===== src/rtl/pc_fetch_sequencer_if.sv =====
// Instruction-memory fetch bus shared by the fetch sequencer and the
// instruction memory. The sequencer drives the request and address; the
// memory answers with an acknowledge and the instruction word.
interface pc_fetch_sequencer_if;
  logic        imemReq;
  logic [31:0] imemAddr;
  logic        imemAck;
  logic [31:0] imemRdata;

  // Sequencer side of the fetch bus
  modport master (
    output imemReq,
    output imemAddr,
    input  imemAck,
    input  imemRdata
  );

  // Instruction-memory side of the fetch bus
  modport slave (
    input  imemReq,
    input  imemAddr,
    output imemAck,
    output imemRdata
  );
endinterface


===== src/rtl/pc_fetch_sequencer.sv =====
// pc_fetch_sequencer
// Owns the program counter, runs the req/ack instruction fetch at the
// current PC, holds the fetched word for execute and picks the next PC with
// priority halt > jump > branch > PC+PC_STEP. A fetch that sees no ack for
// WAIT_LIMIT cycles sets a sticky fault and parks the sequencer in HALT.
// Optional feature macro: PC_TRAP_EN -- a misaligned jump/branch target is
// replaced by TRAP_VECTOR and trap pulses for one cycle. Without the macro,
// targets are loaded as given and trap stays 0.
module pc_fetch_sequencer #(
  parameter logic [31:0] RESET_VECTOR = 32'h0000_0000,
  parameter int unsigned PC_STEP      = 4,
  parameter int unsigned WAIT_LIMIT   = 16,
  parameter logic [31:0] TRAP_VECTOR  = 32'h0000_0100
) (
  input  logic                         i_clk,
  input  logic                         i_rst_n,
  input  logic                         i_start,
  input  logic                         i_stall,
  input  logic                         i_haltReq,
  input  logic                         i_jump,
  input  logic [31:0]                  i_jumpTarget,
  input  logic                         i_branchTaken,
  input  logic [31:0]                  i_branchTarget,
  pc_fetch_sequencer_if.master         imemBus,
  output logic [31:0]                  o_pcOut,
  output logic [31:0]                  o_instr,
  output logic                         o_instrValid,
  output logic                         o_halted,
  output logic                         o_fault,
  output logic [31:0]                  o_retireCount,
  output logic                         o_trap
);

  // The wait counter only has to reach WAIT_LIMIT-1; a limit of 1 still
  // needs a one-bit counter.
  localparam int unsigned CW = (WAIT_LIMIT > 1) ? $clog2(WAIT_LIMIT) : 1;
  localparam logic [CW-1:0] LIMIT_M1 = CW'(WAIT_LIMIT - 1);
  localparam logic [31:0] STEP = 32'(PC_STEP);

  typedef enum logic [1:0] {
    IDLE  = 2'd0,
    FETCH = 2'd1,
    EXEC  = 2'd2,
    HALT  = 2'd3
  } seqState_t;

  seqState_t      r_state;
  logic [31:0]    r_pc;
  logic [31:0]    r_instr;
  logic           r_imemReq;
  logic           r_instrValid;
  logic           r_halted;
  logic           r_fault;
  logic [31:0]    r_retireCount;
  logic           r_trap;
  logic [CW-1:0]  r_waitCount;

  logic           w_redirect;
  logic [31:0]    w_redirTarget;
  logic           w_trapHit;
  logic [31:0]    w_redirPc;

  // Pick the redirect target (jump beats branch) and decide whether it traps
  always_comb begin
    w_redirect    = i_jump | i_branchTaken;
    w_redirTarget = i_jump ? i_jumpTarget : i_branchTarget;
`ifdef PC_TRAP_EN
    w_trapHit     = w_redirect & (w_redirTarget[1:0] != 2'b00);
`else
    w_trapHit     = 1'b0;
`endif
    w_redirPc     = w_trapHit ? TRAP_VECTOR : w_redirTarget;
  end

  // Sequencer FSM with every output registered; async reset clears the
  // request the moment reset asserts, even in the middle of a fetch
  always_ff @(posedge i_clk or negedge i_rst_n) begin
    if (!i_rst_n) begin
      r_state       <= IDLE;
      r_pc          <= RESET_VECTOR;
      r_instr       <= 32'h0;
      r_imemReq     <= 1'b0;
      r_instrValid  <= 1'b0;
      r_halted      <= 1'b0;
      r_fault       <= 1'b0;
      r_retireCount <= 32'h0;
      r_trap        <= 1'b0;
      r_waitCount   <= '0;
    end else begin
      r_trap <= 1'b0;
      case (r_state)
        IDLE, HALT: begin
          if (i_start) begin
            r_state     <= FETCH;
            r_imemReq   <= 1'b1;
            r_halted    <= 1'b0;
            r_waitCount <= '0;
          end
        end
        FETCH: begin
          if (imemBus.imemAck) begin
            r_instr      <= imemBus.imemRdata;
            r_waitCount  <= '0;
            r_state      <= EXEC;
            r_imemReq    <= 1'b0;
            r_instrValid <= 1'b1;
          end else if (r_waitCount == LIMIT_M1) begin
            r_fault     <= 1'b1;
            r_state     <= HALT;
            r_imemReq   <= 1'b0;
            r_halted    <= 1'b1;
            r_waitCount <= '0;
          end else begin
            r_waitCount <= r_waitCount + 1'b1;
          end
        end
        EXEC: begin
          if (!i_stall) begin
            r_retireCount <= r_retireCount + 32'd1;
            r_instrValid  <= 1'b0;
            if (i_haltReq) begin
              r_pc     <= r_pc + STEP;
              r_state  <= HALT;
              r_halted <= 1'b1;
            end else begin
              r_state   <= FETCH;
              r_imemReq <= 1'b1;
              if (w_redirect) begin
                r_pc   <= w_redirPc;
                r_trap <= w_trapHit;
              end else begin
                r_pc <= r_pc + STEP;
              end
            end
          end
        end
        default: begin
          r_state <= IDLE;
        end
      endcase
    end
  end

  // Registered state straight onto the ports; fetch address is always the PC
  assign imemBus.imemReq  = r_imemReq;
  assign imemBus.imemAddr = r_pc;
  assign o_pcOut          = r_pc;
  assign o_instr          = r_instr;
  assign o_instrValid     = r_instrValid;
  assign o_halted         = r_halted;
  assign o_fault          = r_fault;
  assign o_retireCount    = r_retireCount;
  assign o_trap           = r_trap;

endmodule


===== src/flat_wrapper.sv =====
// flat-port wrapper written by rule: the top's interface ports become plain ports
module pc_fetch_sequencer_flat 
#(
  parameter logic [31:0] RESET_VECTOR = 32'h0000_0000,
  parameter int unsigned PC_STEP      = 4,
  parameter int unsigned WAIT_LIMIT   = 16,
  parameter logic [31:0] TRAP_VECTOR  = 32'h0000_0100
)
  (i_clk, i_rst_n, i_start, i_stall, i_haltReq, i_jump, i_jumpTarget, i_branchTaken, i_branchTarget, o_pcOut, o_instr, o_instrValid, o_halted, o_fault, o_retireCount, o_trap, imemBus_imemReq, imemBus_imemAddr, imemBus_imemAck, imemBus_imemRdata);
  pc_fetch_sequencer_if imemBus_i ();
  input  logic i_clk;
  input  logic i_rst_n;
  input  logic i_start;
  input  logic i_stall;
  input  logic i_haltReq;
  input  logic i_jump;
  input  logic [31:0] i_jumpTarget;
  input  logic i_branchTaken;
  input  logic [31:0] i_branchTarget;
  output logic [31:0] o_pcOut;
  output logic [31:0] o_instr;
  output logic o_instrValid;
  output logic o_halted;
  output logic o_fault;
  output logic [31:0] o_retireCount;
  output logic o_trap;
  output wire logic [$bits(imemBus_i.imemReq)-1:0] imemBus_imemReq;
  output wire logic [$bits(imemBus_i.imemAddr)-1:0] imemBus_imemAddr;
  input wire logic [$bits(imemBus_i.imemAck)-1:0] imemBus_imemAck;
  input wire logic [$bits(imemBus_i.imemRdata)-1:0] imemBus_imemRdata;
  assign imemBus_imemReq = imemBus_i.imemReq;
  assign imemBus_imemAddr = imemBus_i.imemAddr;
  assign imemBus_i.imemAck = imemBus_imemAck;
  assign imemBus_i.imemRdata = imemBus_imemRdata;
  pc_fetch_sequencer #(.RESET_VECTOR(RESET_VECTOR), .PC_STEP(PC_STEP), .WAIT_LIMIT(WAIT_LIMIT), .TRAP_VECTOR(TRAP_VECTOR)) u_core (.i_clk(i_clk), .i_rst_n(i_rst_n), .i_start(i_start), .i_stall(i_stall), .i_haltReq(i_haltReq), .i_jump(i_jump), .i_jumpTarget(i_jumpTarget), .i_branchTaken(i_branchTaken), .i_branchTarget(i_branchTarget), .imemBus(imemBus_i), .o_pcOut(o_pcOut), .o_instr(o_instr), .o_instrValid(o_instrValid), .o_halted(o_halted), .o_fault(o_fault), .o_retireCount(o_retireCount), .o_trap(o_trap));
endmodule

===== config.mk =====
export PLATFORM = sky130hd
export DESIGN_NAME = pc_fetch_sequencer_flat
export DESIGN_NICKNAME = d
export VERILOG_FILES = /design/src/rtl/pc_fetch_sequencer_if.sv /design/src/rtl/pc_fetch_sequencer.sv /design/src/flat_wrapper.sv
export SDC_FILE = /design/constraint.sdc
export NUM_CORES = 1
export LEC_CHECK = 0
export ABC_AREA = 1
export ABC_CLOCK_PERIOD_IN_PS = 2100
export BUFFER_PORTS_ARGS = -buffer_cell sky130_fd_sc_hd__buf_2
export CORE_MARGIN = 2
export CORE_UTILIZATION = 30
export DETAILED_ROUTE_END_ITERATION = 16
export PLACE_DENSITY = 0.55
export SYNTH_ARGS = -nofsm -noshare
export SYNTH_HDL_FRONTEND = slang
export SYNTH_SLANG_ARGS = --single-unit

===== constraint.sdc =====
create_clock -name i_clk -period 2.1 [get_ports i_clk]
set_input_delay 0 -clock i_clk [delete_from_list [all_inputs] [get_ports i_clk]]
set_output_delay 0 -clock i_clk [all_outputs]
set_load 0.02 [all_outputs]

==> out/qor.txt, run 1 <==
Status: finished clean
Cells after synthesis: 878
Clock power share: 18.3%
Core box area: 21020 µm²
Post-synth EDFFs: 0
Final instance area: 8508 µm²
Fin crit share: 93.25%
Net switching power: 4.709 mW
DRC Markers: 0
Placed Area: 7757 µm²
Gr usage total: 18.90%
Sum Neg Setup Slack: 0 ns
Worst Path Required: 2.40 ns
Layout fillers: 2219
Largest net degree at the start of global routing: 58
Hold Crit Class: in2reg
Clock Latency Late Sink: 0.36 ns
Most frequent cells in the layout: nand2_1 (273), buf_2 (234), nor2_1 (136)
Sw frac: 46.34%
Port bufs: 235
Synth warn: 0
FF+latch count, synth: 106
Fin nets: 1236
Final GP Congestion: 0.8600
Hold Violations, Final: 0
RSZ-0062 raised after global routing: no
Share of cells above drive strength 1: 27.92%
Initial core utilization: 30.61%
Top_reg_cell synth: dfrtp_1
Vias in the first global route: 6288
Via density: 4.621
Die area: 22640 µm²
Final min period: 1.958 ns
Setup crit start kind: register
Placed insts: 1349
Seq pwr share: 35.7%
Slew Limit Fails: 0
I/O pin count: 237
Area of the multi-input gates: 3167 µm²
Layout Cells excl Fill: 1409
Logic pwr share: 46.0%
Vias post-DR: 6511
WL per Instance: 15.10 µm
Clock Skew: 0.01423 ns
P_int: 5.454 mW
Initial antenna violation count: 2
Pre-Repair DR Iteration Count: 5
PwrDens: 1195 nW/µm²
FF+latch area: 2653 µm²
Part of the Yosys area used for sequential elements: 41.22%
Die extent in y: 150.5 µm
Num CTS Buffers: 9
Critical Path Sink Type: register
Tightest Pin Transition: 0.8211 ns
Slew HR: 45.26%
Gr ovfl total: 0
Clock sinks: 106
Critical setup path kind: reg2reg
Clock Pin Slew Worst Setup and Hold Paths: 0.08 ns
WP data arrival: 2.26 ns
Max Clk Rate: 510.6 MHz
Post-synth cell types: 44
Mapped Area: 6435 µm²
Syn_area_per_cell: 7.329 µm²
Number of max-cap violations: 0
Iter 0 DRT Violations: 442
Area delta synth->final: 32.22%
Fin Hold WS: 0.008070 ns
Antenna-violating nets left: 0
Leakage: 4.244 nW
CTS max path bufs: 2
Finish-stage setup viols: 0
Worst vdd ir: 0.6392 mV
Commonest non-fill, non-tap cell in the layout: nand2_1
CTS tree: built
Site Rows: 53
# H-tree levels: 3
Pre-CTS setup slack: 0.2790 ns
Root buffer cell: clkbuf_16
First-pass GRT wire length: 33.17 mm
Final Routed Wirelength: 21.28 mm
Crit Path Max Fanout: 13
Worst Setup Slack, final: 0.1417 ns
Post-Syn Nets: 987
Asr flop ratio synth: 100.0%
Die extent in x: 150.5 µm
Dpl hpwl: 16.23 mm
synth_stat cells (all sizes together) (3+ instances only):
library cell | number | area [µm²]
nand2 | 276 | 1049
nor2 | 144 | 565.5
dfrtp | 106 | 2653
inv | 70 | 262.8
nand3 | 58 | 302.8
buf | 43 | 304.0
mux2 | 32 | 360.4
a21oi | 31 | 155.2
o21ai | 31 | 155.1
clkbuf | 13 | 48.80
nand3b | 12 | 90.09
nor3 | 10 | 55.05
xnor2 | 9 | 78.83
xor2 | 8 | 70.07
nand4 | 6 | 37.54
ha | 5 | 62.56
a31oi | 3 | 18.77
o31ai | 3 | 22.52
power by group through the flow:
stage / sequential (mW) / clock, mW / combinational (mW)
5_1_grt: 3.73 / 1.98 / 5.18
2_1_floorplan: 4.28 / 0 / 2.51
3_5_place_dp: 3.65 / 0 / 4.63
3_3_place_gp: 3.65 / 0 / 4.61
4_1_cts: 3.62 / 1.93 / 4.71
6_report: 3.63 / 1.86 / 4.67
stage by stage:
stage	total power, mW	util (%)
after CTS	10.26	40.41
after global routing	10.89	40.47
after global placement	8.252	36.90
after floorplan	6.790	-
after detailed placement	8.283	36.90
final	10.16	40.47
path summary, 6_finish.rpt:
path                                                  from                                 endpoint  slack (ns)  cells past startpoint
setup / recovery             u_core.r_state[0]$_DFFE_PN0P_   u_core.imemBus.imemAddr[1]$_DFFE_PN0P_        0.14                      8
hold / removal                          i_branchTarget[16]  u_core.imemBus.imemAddr[16]$_DFFE_PN0P_       0.008                      5
setup reg to reg             u_core.r_state[0]$_DFFE_PN0P_   u_core.imemBus.imemAddr[1]$_DFFE_PN0P_        0.14                      8
hold reg to reg            u_core.o_instrValid$_DFFE_PN0P_          u_core.o_instrValid$_DFFE_PN0P_        0.48                      2
max in group asynchronous                          i_rst_n           u_core.o_instr[10]$_DFFE_PN0P_        1.12                      3
min in group asynchronous                          i_rst_n     u_core.o_retireCount[17]$_DFFE_PN0P_        0.27                      2
final cells by class:
type	instances	share of cell area (%)
Multi-Input combinational cell	646	37.22
Sequential cell	106	31.18
Timing Repair Buffer	294	20.63
Tap cell	275	4.044
Inverter	70	3.147
Clock buffer	9	2.647
Clock inverter	7	1.074
Antenna cell	2	0.05882
registers in the layout (all words and copies together), names as in the netlist:
name / count
u_core.r_waitCount: 4
u_core.o_fault: 1
u_core.o_instrValid: 1
u_core.o_halted: 1
u_core.imemBus.imemReq: 1
u_core.o_retireCount: 32
u_core.o_instr: 32
u_core.imemBus.imemAddr: 32
u_core.r_state: 2
routing by layer:
layer  up-vias  global-route usage (%)  share of wire, %
met4         0                   5.283               1.5
met2       230                   29.75                46
li1       3285                       -                 -
met5         -                       0                 0
met3        21                   4.636               7.3
met1      2975                   25.83                46
timing repair:
action                     CTS  global route
setup endpoints to repair    0             1
buffers inserted             0             0
hold buffers                42             0
hold endpoints to repair    94             0
gates resized for setup      0             3
cells by family after synthesis:
family | share of synthesized area (%)
AOI/OAI and AO/OA | 6.922
xor gates and xnor gates | 2.314
adders and majority gates | 0.9722
buffers and inverters | 9.566
DFF | 41.22
muxes | 5.600
other | 0.05828
and+or+nand+nor | 33.35
worst max-delay path: stages (launching register included):
cell	delay (ns)
dfrtp_1	0.39
inv_1	0.08
ha_1	0.18
nand2_2	0.09
clkinv_4	0.10
nand2_1	0.10
buf_6	0.17
o31ai_1	0.19
dlygate4sd3_1	0.58
(Power assumes the default switching activity.)
==> run 2, diff against run 1 <==
--- a/config.mk
+++ b/config.mk
@@ -5,13 +5,11 @@
 export SDC_FILE = /design/constraint.sdc
 export NUM_CORES = 1
 export LEC_CHECK = 0
-export ABC_AREA = 1
 export ABC_CLOCK_PERIOD_IN_PS = 2100
 export BUFFER_PORTS_ARGS = -buffer_cell sky130_fd_sc_hd__buf_2
-export CORE_MARGIN = 2
 export CORE_UTILIZATION = 30
 export DETAILED_ROUTE_END_ITERATION = 16
-export PLACE_DENSITY = 0.55
+export PLACE_DENSITY = 0.56
 export SYNTH_ARGS = -nofsm -noshare
 export SYNTH_HDL_FRONTEND = slang
 export SYNTH_SLANG_ARGS = --single-unit
==> run 2 against run 1 <==
Sequential share of layout area is 2.0 points higher. Maximum frequency rose by 4.3%. Wire length decreased by 19%. Critical path depth is 4 lower. Global-route usage decreased by 1.9 points. Count of clock-buffer cells in the layout up 1. Register-to-register slack better by 0.08 ns. Via count down 17%. Clock power down 10%. Worst hold slack better by 0.014 ns. Die area is 11% lower. Synthesized area is 8.7% lower. Critical path type unchanged.
==> out/qor.txt, run 2 <==
Status: finished clean (unchanged)
PwrDens: 1068 nW/µm² (was 1195 nW/µm²)
Tightest Pin Transition: 0.5445 ns (was 0.8211 ns)
R2R setup slack: 0.22 ns (was 0.14 ns)
Post-synth top cells: dfrtp_1 (106), nand2_1 (40), buf_4 (34), mux2_2 (34), nand3_1 (29) (was nand2_1 (273), nor2_1 (136), dfrtp_1 (106))
Most frequent cells in the layout: buf_2 (234), dfrtp_1 (106), dlygate4sd3_1 (41) (was nand2_1 (273), buf_2 (234), nor2_1 (136))
Cell Chain, Critical Path: and3_1 > and4_1 > a311oi_1 > nor4_1 (was inv_1 > ha_1 > nand2_2 > clkinv_4 > nand2_1 > buf_6 > o31ai_1 > dlygate4sd3_1)
Most numerous cell in the Yosys netlist: dfrtp_1 (was nand2_1)
Gr usage total: 17.00% (was 18.90%)
Top_reg_cell synth: dfrtp_1 (unchanged)
Vias post-DR: 5407 (was 6511)
# H-tree levels: 3 (unchanged)
Hold Violations, Final: 0 (unchanged)
Layout Cells excl Fill: 1099 (was 1409)
Critical Path Sink Type: register (unchanged)
RSZ-0062 raised after global routing: no (unchanged)
Clock Pin Slew Worst Setup and Hold Paths: 0.08 ns (about the same)
Area leader, netlist: dfrtp_1 (unchanged)
Synth warn: 0 (unchanged)
Ranking of synthesized cells by area: dfrtp_1 (45%), mux2_2 (6.5%), mux2i_1 (4.4%) (was dfrtp_1 (41%), nand2_1 (16%), nor2_1 (7.9%))
Die extent in y: 141.9 µm (was 150.5 µm)
Finish-stage setup viols: 0 (unchanged)
Initial antenna violation count: 2 (unchanged)
Slew Limit Fails: 0 (unchanged)
GRT met2 Usage: 26.78% (was 29.75%)
Post-synth cell types: 63 (was 44)
Num CTS Buffers: 9 (unchanged)
I/O pin count: 237 (unchanged)
Layout fillers: 1878 (was 2219)
Met3 usage: 2.362% (was 4.636%)
Slew HR: 62.66% (was 45.26%)
Die area: 20140 µm² (was 22640 µm²)
Root buffer cell: clkbuf_16 (unchanged)
Final GP Congestion: 0.8091 (was 0.8600)
Final min period: 1.878 ns (was 1.958 ns)
Clock sinks: 106 (unchanged)
DRC Markers: 0 (unchanged)
Worst vdd ir: 0.4578 mV (was 0.6392 mV)
Gr ovfl total: 0 (unchanged)
Final instance area: 7989 µm² (was 8508 µm²)
Synth top area share: 45.17% (was 41.22%)
Iter 0 DRT Violations: 322 (was 442)
Part of the Yosys area used for sequential elements: 45.17% (was 41.22%)
Fin nets: 941 (was 1236)
Number of max-cap violations: 0 (unchanged)
Asr flop ratio synth: 100.0% (unchanged)
WP data arrival: 2.13 ns (was 2.26 ns)
Placed insts: 1040 (was 1349)
Critical setup path kind: reg2reg (unchanged)
Initial core utilization: 30.98% (was 30.61%)
CP max stage delay: 0.53 ns (was 0.58 ns)
Worst Path Required: 2.35 ns (was 2.40 ns)
Fin crit share: 89.43% (was 93.25%)
FF+latch count, synth: 106 (unchanged)
Max Clk Rate: 532.5 MHz (was 510.6 MHz)
CTS tree: built (unchanged)
Die extent in x: 141.9 µm (was 150.5 µm)
WL per Instance: 15.74 µm (was 15.10 µm)
Core box area: 18960 µm² (was 21020 µm²)
Postcts setup bufs: 0 (unchanged)
CP Buf/Inv Count: 0 (was 4)
Hold Crit Class: in2reg (unchanged)
Pre-Repair DR Iteration Count: 4 (was 5)
Commonest non-fill, non-tap cell in the layout: buf_2 (was nand2_1)
Most Crowded Layer GR: met2 (unchanged)
Share of cells above drive strength 1: 40.26% (was 27.92%)
Vias in the first global route: 4952 (was 6288)
Post-cts sizing count: 0 (unchanged)
Fin Hold WS: 0.02169 ns (was 0.008070 ns)
Pre-CTS setup slack: 0.2383 ns (was 0.2790 ns)
Antenna-violating nets left: 0 (unchanged)
Crit Path Max Fanout: 13 (unchanged)
Mapped Area: 5872 µm² (was 6435 µm²)
Placed Area: 7287 µm² (was 7757 µm²)
CTS max path bufs: 2 (unchanged)
Area delta synth->final: 36.05% (was 32.22%)
Sum Neg Setup Slack: 0 ns (unchanged)
Post-synth EDFFs: 0 (unchanged)
Syn_area_per_cell: 10.25 µm² (was 7.329 µm²)
Crit-path leading delay family: simple AND/OR/NAND/NOR gates (was buffers and inverters)
Largest net degree at the start of global routing: 64 (was 58)
First-pass GRT wire length: 26.54 mm (was 33.17 mm)
Site Rows: 50 (was 53)
Cells after synthesis: 573 (was 878)
Hold_buf cts: 41 (was 42)
Leakage: 3.779 nW (was 4.244 nW)
Worst Setup Slack, final: 0.2219 ns (was 0.1417 ns)
CP max-delay cell: and4_1 (was dlygate4sd3_1)
Setup crit start kind: register (unchanged)
Dpl hpwl: 12.68 mm (was 16.23 mm)
Met1 Track Usage GR: 23.15% (was 25.83%)
Clock Skew: 0.01034 ns (was 0.01423 ns)
Clock Latency Late Sink: 0.35 ns (was 0.36 ns)
Post-Syn Nets: 682 (was 987)
Port bufs: 235 (unchanged)
Via density: 4.920 (was 4.621)
Final Routed Wirelength: 17.30 mm (was 21.28 mm)
run 2: metrics by stage:
step / power (mW) / utilization [%]
after floorplan: 5.672 / -
final: 8.534 / 42.15
after CTS: 8.617 / 42.12
after global placement: 6.826 / 38.44
after detailed placement: 6.855 / 38.44
after global routing: 9.027 / 42.15
run 2: worst paths after layout:
check / from / end / cells after the start
setup reg to reg: u_core.imemBus.imemAddr[18]$_DFFE_PN0P_ / u_core.imemBus.imemAddr[23]$_DFFE_PN0P_ / 4
hold / removal: i_jumpTarget[15] / u_core.imemBus.imemAddr[15]$_DFFE_PN0P_ / 3
setup / recovery: u_core.imemBus.imemAddr[18]$_DFFE_PN0P_ / u_core.imemBus.imemAddr[23]$_DFFE_PN0P_ / 4
min in group asynchronous: i_rst_n / u_core.o_retireCount[13]$_DFFE_PN0P_ / 2
hold reg to reg: u_core.o_fault$_DFFE_PN0P_ / u_core.o_fault$_DFFE_PN0P_ / 1
max in group asynchronous: i_rst_n / u_core.imemBus.imemAddr[13]$_DFFE_PN0P_ / 3
run 2: cells by family (layout without fill, tap and decap cells):
family,after synthesis,count (layout),synth area share [%]
DFF,106,106,45.17
buffers and inverters,73,337,7.607
adders and majority gates,5,5,1.065
muxes,60,60,10.95
and+or+nand+nor,197,197,18.92
other,1,3,0.06386
AOI/OAI and AO/OA,100,100,11.59
xor gates and xnor gates,31,31,4.624
run 2: power breakdown:
part	internal (mW)	switching, mW	leakage, nW
registers	2.64	0.461	1.32
logic	1.52	2.24	2.32
clock network	0.837	0.838	0.142
run 2: final cells by class:
type	count	area, µm²	share of cell area (%)
repair buffers	314	1899	23.77
clock inverters	6	57.56	0.7204
diodes	2	5.005	0.06265
clock buffers	10	229.0	2.866
multi-input cells	394	2794	34.97
flip-flops and latches	106	2653	33.20
well taps	260	325.3	4.072
inverters	7	26.28	0.3289
run 2: worst min-delay path: cells and delay by family:
kind	cells	cell delay [ns]
AOI/OAI and AO/OA	2	0.24
buffers and inverters	1	0.08
run 2: per-layer routing:
metal / vias to the layer above / wire (µm) / share of wire [%]
met3: 21 / 660 / 3.8
met5: - / 0 / 0
met1: 2609 / 8112 / 47
met2: 157 / 8131 / 47
li1: 2620 / - / -
met4: 0 / 394 / 2.3
==> run 3, diff against run 2 <==
--- a/config.mk
+++ b/config.mk
@@ -5,7 +5,7 @@
 export SDC_FILE = /design/constraint.sdc
 export NUM_CORES = 1
 export LEC_CHECK = 0
-export ABC_CLOCK_PERIOD_IN_PS = 2100
+export ABC_CLOCK_PERIOD_IN_PS = 2200
 export BUFFER_PORTS_ARGS = -buffer_cell sky130_fd_sc_hd__buf_2
 export CORE_UTILIZATION = 30
 export DETAILED_ROUTE_END_ITERATION = 16
==> constraint.sdc (replaced) <==
create_clock -name i_clk -period 2.2 [get_ports i_clk]
set_input_delay 0 -clock i_clk [delete_from_list [all_inputs] [get_ports i_clk]]
set_output_delay 0 -clock i_clk [all_outputs]
set_load 0.02 [all_outputs]
==> run 3 against run 2 <==
Global-route usage increased by 0.61 points. Clock skew down 0.0032 ns. Worst hold slack better by 0.011 ns. Total power fell by 4.0%. Sequential share of layout area barely moved. First-iteration DRC count is 36% lower. Maximum frequency down 4.6%. Non-clock buffer count is 5 lower. Count of clock-buffer cells in the layout is 1 lower. Core utilization shrank 0.053 points. Highest routed layer unchanged.
==> out/qor.txt, run 3 (synthesized netlist as in run 2, its figures left out) <==
Placed Area: 7247 µm² (was 7287 µm²)
Share of cells above drive strength 1: 39.71% (was 40.26%)
Initial antenna violation count: 1 (was 2)
Setup crit start kind: register (unchanged)
Tightest Pin Transition: 0.5398 ns (was 0.5445 ns)
Layout fillers: 1867 (was 1878)
Clock Pin Slew Worst Setup and Hold Paths: 0.07 ns (was 0.08 ns)
DRC Markers: 0 (unchanged)
Worst reg2reg startpoint: u_core.imemBus.imemAddr[3]$_DFFE_PN0P_ (was u_core.imemBus.imemAddr[18]$_DFFE_PN0P_)
CTS max path bufs: 2 (unchanged)
CTS tree: built (unchanged)
Final Routed Wirelength: 17.57 mm (was 17.30 mm)
Final min period: 1.968 ns (was 1.878 ns)
I/O pin count: 237 (unchanged)
R2R setup slack: 0.23 ns (was 0.22 ns)
Total power draw: 8.196 mW (was 8.534 mW)
RSZ-0062 raised after global routing: no (unchanged)
Via density: 4.934 (was 4.920)
Initial core utilization: 30.98% (unchanged)
WP data arrival: 2.20 ns (was 2.13 ns)
Area delta synth->final: 35.88% (was 36.05%)
Die extent in x: 141.9 µm (unchanged)
Hold Violations, Final: 0 (unchanged)
Crit path from: u_core.imemBus.imemAddr[3]$_DFFE_PN0P_ (was u_core.imemBus.imemAddr[18]$_DFFE_PN0P_)
# H-tree levels: 3 (unchanged)
Status: finished clean (unchanged)
Fin crit share: 89.44% (was 89.43%)
Levels on crit path: 5 (was 4)
Finish-stage setup viols: 0 (unchanged)
Slew Limit Fails: 0 (unchanged)
Cell Chain, Critical Path: ha_1 > and4_1 > nand4_1 > o311a_1 > or3_1 (was and3_1 > and4_1 > a311oi_1 > nor4_1)
Number of max-cap violations: 0 (unchanged)
CP max stage delay: 0.43 ns (was 0.53 ns)
Slew HR: 62.98% (was 62.66%)
Most frequent cells in the layout: buf_2 (234), dfrtp_1 (106), dlygate4sd3_1 (43) (was buf_2 (234), dfrtp_1 (106), dlygate4sd3_1 (41))
Largest net degree at the start of global routing: 46 (was 64)
WL per Instance: 16.09 µm (was 15.74 µm)
Max Clk Rate: 508.2 MHz (was 532.5 MHz)
Critical Path Sink Type: register (unchanged)
Worst setup endpoint: u_core.imemBus.imemAddr[26]$_DFFE_PN0P_ (was u_core.imemBus.imemAddr[23]$_DFFE_PN0P_)
Pre-Repair DR Iteration Count: 5 (was 4)
Critical setup path kind: reg2reg (unchanged)
Site Rows: 50 (unchanged)
Vias post-DR: 5388 (was 5407)
First-pass GRT wire length: 27.39 mm (was 26.54 mm)
Final instance area: 7979 µm² (was 7989 µm²)
Sum Neg Setup Slack: 0 ns (unchanged)
Dpl hpwl: 12.86 mm (was 12.68 mm)
Gr usage total: 17.61% (was 17.00%)
Vias in the first global route: 5201 (was 4952)
Clock Latency Late Sink: 0.36 ns (was 0.35 ns)
Post-cts sizing count: 0 (unchanged)
CP Buf/Inv Count: 0 (unchanged)
Commonest non-fill, non-tap cell in the layout: buf_2 (unchanged)
Cell count of the worst reg-to-reg path: 5 (was 4)
Die area: 20140 µm² (unchanged)
Worst Path Required: 2.44 ns (was 2.35 ns)
Crit Path Max Fanout: 6 (was 13)
Gr ovfl total: 0 (unchanged)
Hold Crit Class: in2reg (unchanged)
Clock sinks: 106 (unchanged)
Root buffer cell: clkbuf_16 (unchanged)
Worst vdd ir: 0.4431 mV (was 0.4578 mV)
Core box area: 18960 µm² (unchanged)
Fin nets: 936 (was 941)
Antenna-violating nets left: 0 (unchanged)
CP max-delay cell: dfrtp_1 (was and4_1)
Clock Skew: 0.007184 ns (was 0.01034 ns)
Fin util: 42.09% (was 42.15%)
Num CTS Buffers: 9 (unchanged)
Reg2Reg Capture Point: u_core.imemBus.imemAddr[26]$_DFFE_PN0P_ (was u_core.imemBus.imemAddr[23]$_DFFE_PN0P_)
Die extent in y: 141.9 µm (unchanged)
Leakage: 3.756 nW (was 3.779 nW)
PwrDens: 1027 nW/µm² (was 1068 nW/µm²)
Crit-path leading delay family: simple AND/OR/NAND/NOR gates (unchanged)
Fin Hold WS: 0.03280 ns (was 0.02169 ns)
Port bufs: 235 (unchanged)
Final GP Congestion: 0.8212 (was 0.8091)
Iter 0 DRT Violations: 205 (was 322)
## run 3: cell count changes in the layout (fill, tap and decap cells not counted)
cell	change
clkinv_4	-2
dlygate4sd3_1	+2
buf_4	-8
clkbuf_1	-1
buf_12	+1
inv_8	-1
diode_2	-1
bufinv_16	+1
clkinvlp_4	+2
## run 3: per-stage QoR
step           setup slack [ns]  instances
6_report                 0.2323       1092
5_1_grt                 0.07802       1091
4_1_cts                  0.2201       1091
3_5_place_dp             0.2419       1033
3_3_place_gp             0.2982       1033
2_1_floorplan            0.2615        573
## run 3: worst register-to-register path, cell delays in order (launching register included)
cell and delay [ns]:
dfrtp_1 0.43, ha_1 0.26, and4_1 0.34, nand4_1 0.15
o311a_1 0.31, or3_1 0.36
## run 3: cell type report
type / instances / area (µm²) / area share, %
Antenna cell: 1 / 2.502 / 0.03136
Clock buffer: 9 / 225.2 / 2.823
Clock inverter: 6 / 73.82 / 0.9252
Inverter: 7 / 26.28 / 0.3293
Multi-Input combinational cell: 394 / 2794 / 35.02
Sequential cell: 106 / 2653 / 33.24
Tap cell: 260 / 325.3 / 4.077
Timing Repair Buffer: 309 / 1879 / 23.55
## run 3: how the worst min path moves through the flow
stage                                   from                                      end  slack, ns  cells after the start
final                     i_branchTarget[13]  u_core.imemBus.imemAddr[13]$_DFFE_PN0P_       0.03                      3
after global routing      i_branchTarget[13]  u_core.imemBus.imemAddr[13]$_DFFE_PN0P_       0.04                      3
after CTS                 i_branchTarget[13]  u_core.imemBus.imemAddr[13]$_DFFE_PN0P_       0.04                      3
after detailed placement             i_rst_n     u_core.o_retireCount[13]$_DFFE_PN0P_      -0.02                      1
after global placement               i_rst_n     u_core.o_retireCount[13]$_DFFE_PN0P_      -0.03                      1
after floorplan                      i_rst_n   u_core.imemBus.imemAddr[0]$_DFFE_PN0P_      -0.30                      0
## run 3: routing by layer
metal / track usage, % / share of wire [%] / vias up
met3: 2.430 / 3.7 / 25
met5: 0 / 0 / -
met4: 7.301 / 2.0 / 0
met2: 28.78 / 48 / 173
met1: 23.38 / 46 / 2590
li1: - / - / 2600
## run 3: power breakdown
part | switching, mW | internal [mW]
Clock | 0.797 | 0.894
Combinational | 2.08 | 1.41
Sequential | 0.495 | 2.52
Total | 3.38 | 4.82
## run 3: what timing repair did
action                     4_1_cts  5_1_grt
hold buffers                    43        0
setup buffers                    0        0
setup endpoints to repair        0        0
hold endpoints to repair       120        0
